**src/rtl/aes_key_expand_pkg.sv**
```systemverilog
// Shared AES-128 constants and small GF(2^8) / word helpers used by the key
// schedule and the cipher core.
package aes_key_expand_pkg;

  localparam int BLK_S = 128;
  localparam int KEY_S = 128;
  localparam int Nb    = 4;
  localparam int Nk    = 4;
  localparam int Nr    = 10;

  localparam logic [7:0] RCON_INIT = 8'h01;
  localparam logic [7:0] XTIME_RED = 8'h1B;

  localparam logic [1:0] ST_IDLE   = 2'd0;
  localparam logic [1:0] ST_EXPAND = 2'd1;
  localparam logic [1:0] ST_READY  = 2'd2;

  // Multiply by x in GF(2^8) modulo x^8 + x^4 + x^3 + x + 1.
  function automatic logic [7:0] xtime(input logic [7:0] b);
    return {b[6:0], 1'b0} ^ (b[7] ? XTIME_RED : 8'h00);
  endfunction

  function automatic logic [31:0] rot_word(input logic [31:0] w);
    return {w[23:0], w[31:24]};
  endfunction

endpackage

```
**src/rtl/aes_key_expand_if.sv**
```systemverilog
// Key-load and round-key read bus between the AXI-Stream front end / cipher
// core (master) and the key-schedule engine (slave).
interface aes_key_expand_if
  import aes_key_expand_pkg::*;
#(
  parameter int RK_AW = 4
) ();

  logic [0:KEY_S-1] key_in;
  logic             key_strobe;
  logic             key_busy;
  logic             key_ready;
  logic [RK_AW-1:0] rk_rd_addr;
  logic [0:BLK_S-1] rk_rd_data;

  modport master (
    output key_in,
    output key_strobe,
    output rk_rd_addr,
    input  key_busy,
    input  key_ready,
    input  rk_rd_data
  );

  modport slave (
    input  key_in,
    input  key_strobe,
    input  rk_rd_addr,
    output key_busy,
    output key_ready,
    output rk_rd_data
  );

endinterface

```
**src/rtl/aes_sbox.sv**
```systemverilog
// Combinational AES forward S-box, one byte in, one byte out.
module aes_sbox (
  input  logic [7:0] din,
  output logic [7:0] dout
);

  localparam logic [0:255][7:0] SBOX = {
    128'h637c777bf26b6fc53001672bfed7ab76,
    128'hca82c97dfa5947f0add4a2af9ca472c0,
    128'hb7fd9326363ff7cc34a5e5f171d83115,
    128'h04c723c31896059a071280e2eb27b275,
    128'h09832c1a1b6e5aa0523bd6b329e32f84,
    128'h53d100ed20fcb15b6acbbe394a4c58cf,
    128'hd0efaafb434d338545f9027f503c9fa8,
    128'h51a3408f929d38f5bcb6da2110fff3d2,
    128'hcd0c13ec5f974417c4a77e3d645d1973,
    128'h60814fdc222a908846eeb814de5e0bdb,
    128'he0323a0a4906245cc2d3ac629195e479,
    128'he7c8376d8dd54ea96c56f4ea657aae08,
    128'hba78252e1ca6b4c6e8dd741f4bbd8b8a,
    128'h703eb5664803f60e613557b986c11d9e,
    128'he1f8981169d98e949b1e87e9ce5528df,
    128'h8ca1890dbfe6426841992d0fb054bb16
  };

  assign dout = SBOX[din];

endmodule

```
**src/rtl/aes_key_expand.sv**
```systemverilog
// AES-128 key schedule: captures a key on key_strobe and writes one round key
// per clock into an internal file read through a registered port.
// Optional key cache: define AES_KEY_EXPAND_CACHE_EN to skip re-expansion of
// a repeated key while READY.
module aes_key_expand
  import aes_key_expand_pkg::*;
#(
  parameter int NR    = Nr,
  parameter int RK_AW = 4
) (
  input  logic             clk,
  input  logic             aresetn,
  aes_key_expand_if.slave  kx
);

  localparam logic [RK_AW-1:0] NR_A = RK_AW'(NR);

  logic [1:0]         state;
  logic [RK_AW-1:0]   round;
  logic [7:0]         rcon;
  logic [31:0]        w     [Nk];
  logic [31:0]        w_nxt [Nk];
  logic [32*Nb-1:0]   rk    [NR+1];
  logic [BLK_S-1:0]   rd_data_p1;

  logic [KEY_S-1:0]   key_p0;
  logic [31:0]        rot_p0;
  logic [31:0]        sub_p0;
  logic [31:0]        t_p0;
  logic [32*Nb-1:0]   rk_nxt;
  logic               hit;
  logic               capture;
  logic               expand_cyc;

  assign key_p0     = kx.key_in;
  assign expand_cyc = (state == ST_EXPAND);
  assign capture    = kx.key_strobe && !hit;

  // SubWord(RotWord(w3)) ^ Rcon
  assign rot_p0 = rot_word(w[Nk-1]);

  for (genvar g = 0; g < 4; g++) begin : g_subword
    aes_sbox u_sbox (
      .din  (rot_p0[8*g +: 8]),
      .dout (sub_p0[8*g +: 8])
    );
  end

  assign t_p0 = sub_p0 ^ {rcon, 24'h000000};

  always_comb begin
    w_nxt[0] = w[0] ^ t_p0;
    for (int i = 1; i < Nk; i++) begin
      w_nxt[i] = w[i] ^ w_nxt[i-1];
    end
  end

  assign rk_nxt = {w_nxt[0], w_nxt[1], w_nxt[2], w_nxt[3]};

`ifdef AES_KEY_EXPAND_CACHE_EN
  logic [KEY_S-1:0] last_key;
  logic             last_vld;

  // A strobe during EXPAND is never a hit because the state check fails.
  assign hit = (state == ST_READY) && last_vld && (key_p0 == last_key);

  always_ff @(posedge clk or negedge aresetn) begin
    if (!aresetn) begin
      last_vld <= 1'b0;
    end else if (expand_cyc && !capture && (round == NR_A)) begin
      last_vld <= 1'b1;
    end
  end

  always_ff @(posedge clk) begin
    if (expand_cyc && !capture && (round == NR_A)) begin
      last_key <= rk[0];
    end
  end
`else
  assign hit = 1'b0;
`endif

  // Control: FSM, round counter and rcon
  always_ff @(posedge clk or negedge aresetn) begin
    if (!aresetn) begin
      state <= ST_IDLE;
      round <= '0;
      rcon  <= RCON_INIT;
    end else if (capture) begin
      state <= ST_EXPAND;
      round <= RK_AW'(1);
      rcon  <= RCON_INIT;
    end else if (expand_cyc) begin
      round <= round + RK_AW'(1);
      rcon  <= xtime(rcon);
      if (round == NR_A) begin
        state <= ST_READY;
      end
    end
  end

  // Datapath: working words and the round-key file carry no reset
  always_ff @(posedge clk) begin
    if (capture) begin
      rk[0] <= key_p0;
      for (int i = 0; i < Nk; i++) begin
        w[i] <= key_p0[32*(Nk-1-i) +: 32];
      end
    end else if (expand_cyc) begin
      rk[round] <= rk_nxt;
      for (int i = 0; i < Nk; i++) begin
        w[i] <= w_nxt[i];
      end
    end
  end

  // Registered read port, one cycle latency
  always_ff @(posedge clk or negedge aresetn) begin
    if (!aresetn) begin
      rd_data_p1 <= '0;
    end else if (kx.rk_rd_addr <= NR_A) begin
      rd_data_p1 <= rk[kx.rk_rd_addr];
    end else begin
      rd_data_p1 <= '0;
    end
  end

  assign kx.rk_rd_data = rd_data_p1;
  assign kx.key_busy   = (state == ST_EXPAND);
  assign kx.key_ready  = (state == ST_READY);

endmodule

```
**src/flat_wrapper.sv**
```systemverilog
// flat-port wrapper written by rule: the top's interface ports become plain ports
module aes_key_expand_flat import aes_key_expand_pkg::*;
#(
  parameter int NR    = Nr,
  parameter int RK_AW = 4
)
  (clk, aresetn, kx_key_in, kx_key_strobe, kx_rk_rd_addr, kx_key_busy, kx_key_ready, kx_rk_rd_data);
  aes_key_expand_if #(.RK_AW(RK_AW)) kx_i ();
  input  logic clk;
  input  logic aresetn;
  input wire logic [$bits(kx_i.key_in)-1:0] kx_key_in;
  input wire logic [$bits(kx_i.key_strobe)-1:0] kx_key_strobe;
  input wire logic [$bits(kx_i.rk_rd_addr)-1:0] kx_rk_rd_addr;
  output wire logic [$bits(kx_i.key_busy)-1:0] kx_key_busy;
  output wire logic [$bits(kx_i.key_ready)-1:0] kx_key_ready;
  output wire logic [$bits(kx_i.rk_rd_data)-1:0] kx_rk_rd_data;
  assign kx_i.key_in = kx_key_in;
  assign kx_i.key_strobe = kx_key_strobe;
  assign kx_i.rk_rd_addr = kx_rk_rd_addr;
  assign kx_key_busy = kx_i.key_busy;
  assign kx_key_ready = kx_i.key_ready;
  assign kx_rk_rd_data = kx_i.rk_rd_data;
  aes_key_expand #(.NR(NR), .RK_AW(RK_AW)) u_core (.clk(clk), .aresetn(aresetn), .kx(kx_i));
endmodule
```
**config.mk**
```make
export PLATFORM = sky130hd
export DESIGN_NAME = aes_key_expand_flat
export DESIGN_NICKNAME = d
export VERILOG_FILES = /design/src/rtl/aes_key_expand_pkg.sv /design/src/rtl/aes_key_expand_if.sv /design/src/rtl/aes_sbox.sv /design/src/rtl/aes_key_expand.sv /design/src/flat_wrapper.sv
export SDC_FILE = /design/constraint.sdc
export NUM_CORES = 2
export LEC_CHECK = 0
export BUFFER_PORTS_ARGS = -buffer_cell sky130_fd_sc_hd__buf_4
export CAP_MARGIN = 20
export CORE_ASPECT_RATIO = 1.75
export CORE_MARGIN = 2
export CORE_UTILIZATION = 55
export CTS_CLUSTER_SIZE = 10
export DETAILED_ROUTE_END_ITERATION = 16
export PLACE_DENSITY = 0.8
export RECOVER_POWER = 100
export SKIP_CTS_REPAIR_TIMING = 1
export SLEW_MARGIN = 10
export SYNTH_ARGS = -nofsm -noshare
export SYNTH_HDL_FRONTEND = slang
export SYNTH_HIERARCHICAL = 1
export SYNTH_SLANG_ARGS = --single-unit
```
**constraint.sdc**
```tcl
create_clock -name clk -period 16.1 [get_ports clk]
set_input_delay 3.22 -clock clk [delete_from_list [all_inputs] [get_ports clk]]
set_output_delay 3.22 -clock clk [all_outputs]
set_load 0.03 [all_outputs]
```
[Word level (Yosys, flattened, before mapping)]
Memory sizes are Yosys's and may differ from the RTL's.
Index checks and enable logic that the tools add are counted.
Word-level totals
  output and inout port bits: 130
  input bits: 135
  memories: 6
  bits in writable memories: 1536
  bits in read-only memories: 8192
  logic and storage cells: 66
  flip-flop bits (word level): 142
Memory list
  (name not given): words 256, bits a word 8, rd ports 1, clocked after Yosys merged registers in 0, wr ports 0, RTL line aes_sbox.sv:26  | assign dout = SBOX[din];
  (name not given): words 256, bits a word 8, rd ports 1, clocked after Yosys merged registers in 0, wr ports 0, RTL line aes_sbox.sv:26
  (name not given): words 256, bits a word 8, rd ports 1, clocked after Yosys merged registers in 0, wr ports 0, RTL line aes_sbox.sv:26
  (name not given): words 256, bits a word 8, rd ports 1, clocked after Yosys merged registers in 0, wr ports 0, RTL line aes_sbox.sv:26
  u_core.rk: words 11, bits a word 128, rd ports 1, clocked after Yosys merged registers in 0, wr ports 1, RTL line aes_key_expand.sv:23  | logic [32*Nb-1:0] rk [NR+1];
  u_core.w: words 4, bits a word 32, rd ports 4, clocked after Yosys merged registers in 0, wr ports 4, RTL line aes_key_expand.sv:21  | logic [31:0] w [Nk];
Cells by class
  reductions and logical operators: 4
  equality and inequality tests: 3
  bitwise logic cells: 14
  muxes and demuxes: 29
  $lt $le $gt $ge: 5
  add/sub/neg operators: 1
Operators by type and width (number)
  $mux 128: 2
  $xor 32x32->32: 5
  $mux 32: 4
  $reduce_or 128->1: 1
  $mux 8: 10
  $ge 9x9->1 const B: 4
  $not 8->9: 4
  $mux 4: 3
  $xor 8x8->8: 1
  $mux 1: 6
  $mux 2: 3
  $mux 5: 1
  $add 4x1->4 const B: 1
  $eq 4x4->1 const B: 1
  $le 4x4->1 const B: 1
  $or 1x1->1: 4
  $reduce_bool 2->1: 2
  $eq 2x1->1 const B: 1
  $eq 2x2->1 const B: 1
  $reduce_and 2->1: 1

[Logic depth before layout (Yosys ltp)]
An unclocked memory read counts as a cell.
  depth in word-level cells: 11
  depth in mapped cells: 15
  gate-level depth less buffers: 12

[Modules after synthesis]
Netlist, hierarchy kept.
Modules (own cells, without submodules)
  aes_key_expand: area each 64438.1 µm², cells each 3544, times used 1, seq. area each 49678.9 µm²
  aes_sbox: area each 3179.3 µm², cells each 507, times used 4, seq. area each 0.0 µm²

[Worst setup path after synthesis]
No wires, ideal clock.
  path kind: input to register
  start point: input kx_key_strobe
  end point: memory u_core/rk[8][0] (netlist name), enable pin
  slack: -0.643 ns
  buffers on the path: 2
  stages on the path: 5
  data arrival time: 15.814 ns
  cell sequence: clkbuf_1 > nor2_1 > buf_2 > nand2_1 > nor4_1
Between the ends
  longest elaborated chain between the ends: 4
RTL lines
  from (decl): RTL line flat_wrapper.sv:12  | input wire logic [$bits(kx_i.key_strobe)-1:0] kx_key_strobe;
  $mux 1: RTL line aes_key_expand.sv:105  | if (capture) begin
  $mux 1 (implied by the code): RTL line aes_key_expand.sv:111  | rk[round] <= rk_nxt;
  $reduce_or 128->1 (no line)
  $mux 4 (no line) or $mux 1 (tied branches)
  to (decl): RTL line aes_key_expand.sv:23
Parallel ways exist; a longest one is shown, timed or not.

[Worst setup path in the final report]
  start point: input kx_rk_rd_addr[1]
  end point: register u_core.rd_data_p1[88] (netlist: u_core/kx.rk_rd_data[39])
Between the ends
  longest elaborated chain between the ends: 2
RTL lines
  from (decl): RTL line flat_wrapper.sv:13  | input wire logic [$bits(kx_i.rk_rd_addr)-1:0] kx_rk_rd_addr;
  $mem_v2 11x128 or $le 4x4->1 (tied branches)
  $mux 128 *: RTL line aes_key_expand.sv:122  | end else if (kx.rk_rd_addr <= NR_A) begin
  to (signal assigned): RTL line aes_key_expand.sv:123  | rd_data_p1 <= rk[kx.rk_rd_addr];
  to (decl): RTL line aes_key_expand.sv:24  | logic [BLK_S-1:0] rd_data_p1;
Every way passes the cells marked *; elsewhere a longest branch is shown, timed or not.
A chain may end at the register's enable or synchronous reset.

==> results by group <==
Timing
  • Slew Viols, Final: 1,380
  • Worst-Margin Slew: 6420 ps
  • Final hold viol count: 0
  • RSZ-0062 raised after global routing: false
  • Tcrit/Tclk final: 69.8%
  • Final setup viols: 0
  • Post-layout min period: 11,230 ps
  • Worst Skew: 91.3 ps
  • Hold slack: 482 ps
  • Final setup TNS: 0 ps
  • Final Worst Setup Slack: 4870 ps
  • Slew HR: -328%
  • FMAX: 0.0890 GHz

Floorplanning
  • Initial Util: 55.5%
  • Std cell rows: 181
  • Die height: 499 um
  • Die width: 287 um
  • IO Pins: 265
  • Core Region: 139,000 um^2
  • Die Footprint: 143,000 um^2

Placement
  • Placed Area: 80,400 um^2
  • Dpl ws: 8880 ps
  • IO Port Bufs: 264
  • GPL Wtd Cong: 1.02
  • DP HPWL: 164 mm

Setup path
  • WP data required: 16,810 ps
  • CP arrival: 11,940 ps
  • WS Path Type: input port to flip-flop
  • Critical R2R Launch: u_core/state[1]$_DFFE_PN0P_
  • Reg2reg end: u_core/rk[10][9]$_DFFE_PP_
  • Worst setup SP type: input port
  • Worst Reg-to-Reg Cells: 7
  • CP max FO: 149
  • Critical Path Sink: u_core/kx.rk_rd_data[39]$_DFF_PN0_
  • Worst Setup End Kind: flip-flop
  • Crit. Startpoint: kx_rk_rd_addr[1]
  • R2R Setup Slk: 6930 ps

Clock network
  • Clock sink count: 1,678
  • Num CTS Buffers: 187
  • Worst-Skew Late Latency: 830 ps
  • Clock root buffer master: clkbuf_16
  • Clock slew at reported path FFs: 60 ps
  • Deepest clock path buffer count: 3
  • H-tree Lvls: 4
  • TritonCTS clock tree: built

Synth
  • Seq/Total Area, Yosys: 64.4%
  • Syn Area/Cell: 13.8 um^2
  • Synth unique cells: 84
  • Synthesized cell area: 77,200 um^2
  • Async S/R FF share, synth: 8.46%
  • Synth Register Bits: 1,678
  • EDFF count, synth: 1,536
  • Synth Flop Type: edfxtp_1
  • Area leader, netlist: edfxtp_1
  • Top cell type's share of synthesized area: 59.8%
  • Synth Instances: 5,572
  • Ys Warns: 6
  • Area contributors post-synth: edfxtp_1 (60%), mux4_2 (6.4%), dfrtp_1 (4.6%)
  • Syn_nets: 5,769

GRT
  • Initial antenna violation count: 5
  • Gr usage total: 36.9%
  • Largest net degree at the start of global routing: 150
  • Gr ovfl total: 0
  • Vias in the first global route: 53,200
  • Global-route wire length before repair: 379 mm

Routing
  • Final WL: 266 mm
  • Vias: 53,500
  • DR iter-0 viols: 7,444
  • DRT Pass-1 Iters: 7
  • Drt drc: 0
  • ANT nets after route: 0
  • Drt via density: 6.91
  • WL/cell: 34.4 um

Worst hold path
  • Worst hold path class: flip-flop to flip-flop
  • WHS Path Cells: 2

Finish
  • Most common cell after layout, fill and taps aside: edfxtp_1
  • Post-route cell area: 85,400 um^2
  • Most frequent cells in the layout: edfxtp_1 (1,536), nand2_1 (701), clkbuf_1 (333)
  • Share of cells above drive strength 1: 14.0%
  • Area delta synth->final: 10.7%
  • Nets: 5,937

Power and ir drop
  • Pwr Total: 19,900 uW
  • VDD IR max: 0.265 mV
  • PwrDens: 233 nW/um^2
  • Pleak: 0.0292 uW

Status
  • Violated checks: max-capacitance violations, max-slew violations
  • Outcome: complete, but fails checks

Job
  • Max_cap viols: 31
## registers in the layout (all words and copies together), names as in the netlist
register	cells
u_core/state	2
u_core/w	128
u_core/kx.rk_rd_data	128
u_core/rk	1408
u_core/rcon	8
u_core/round	4
## cell families (layout without fill, tap and decap cells)
logic type      after synthesis  count (layout)  share of synthesized area (%)
simple gates               1467            1467                           8.56
flops                      1678            1678                           64.4
other cells                   0               6                              0
buf+inv                     479             808                           3.24
mux                         466             466                           9.76
xor+xnor                    162             162                           2.22
compound gates             1258            1258                           10.8
fa+ha+maj                    62              62                           1.01
## synth_stat cells (56+ instances only)
| master | number |
|---|---|
| ha_1 | 62 |
| dfrtp_1 | 141 |
| o21ai_0 | 221 |
| mux2i_1 | 144 |
| buf_2 | 190 |
| o22ai_1 | 62 |
| nor2_1 | 296 |
| o21ai_1 | 81 |
| buf_4 | 56 |
| a21oi_1 | 264 |
| mux2_2 | 100 |
| nand2_1 | 701 |
| edfxtp_1 | 1536 |
| mux4_2 | 218 |
| a211oi_1 | 67 |
| o211ai_1 | 146 |
| nand3_1 | 104 |
| nor3_1 | 82 |
| o31ai_1 | 75 |
| xnor2_1 | 84 |
| clkbuf_1 | 124 |
| nand2b_1 | 68 |
## where the power goes
group | switching, uW | internal, uW | total (uW)
registers | 293 | 6750 | 7040
clock network | 1720 | 2210 | 3930
logic | 6490 | 2410 | 8900
## metrics by stage
stage          std cells  util, %
3_3_place_gp        7371     57.8
6_report            7737     61.4
3_5_place_dp        7372     57.8
2_1_floorplan       5572        -
4_1_cts             7722     61.9
5_1_grt             7732     61.4
## critical path: stages
cell and delay [ps]:
buf_8 280, buf_12 370, clkbuf_1 1360, nor2b_1 1090
clkbuf_1 4160, a21oi_1 500, o211ai_1 470
## per-layer routing
metal  routed length, um  vias to the layer above  GRT usage (%)
met5                  18                        -              0
met4               18800                        4           22.1
met3               24900                      867           6.72
met2              133000                     3889           61.7
met1               89800                    26800           44.6
li1                    -                    21900              -
## final cells by class
| class | count | area, um^2 |
|---|---|---|
| diodes | 6 | 15.0 |
| clock buffers | 332 | 5220 |
| clock inverters | 18 | 454 |
| fillers | 10200 | 53700 |
| inverters | 50 | 188 |
| multi-input cells | 3415 | 25000 |
| flip-flops and latches | 1678 | 49700 |
| well taps | 1830 | 2290 |
| repair buffers | 408 | 2520 |
## worst min path at each step
stage	start	end
floorplan	u_core/rcon[0]$_DFFE_PN1P_	u_core/rcon[0]$_DFFE_PN1P_
global placement	u_core/rcon[0]$_DFFE_PN1P_	u_core/rcon[0]$_DFFE_PN1P_
detailed placement	u_core/rcon[0]$_DFFE_PN1P_	u_core/rcon[0]$_DFFE_PN1P_
CTS	u_core/rk[9][17]$_DFFE_PP_	u_core/kx.rk_rd_data[110]$_DFF_PN0_
global route	u_core/rk[9][17]$_DFFE_PP_	u_core/kx.rk_rd_data[110]$_DFF_PN0_
finish	u_core/rk[9][17]$_DFFE_PP_	u_core/kx.rk_rd_data[110]$_DFF_PN0_
Power figures use the tool's default switching activity.
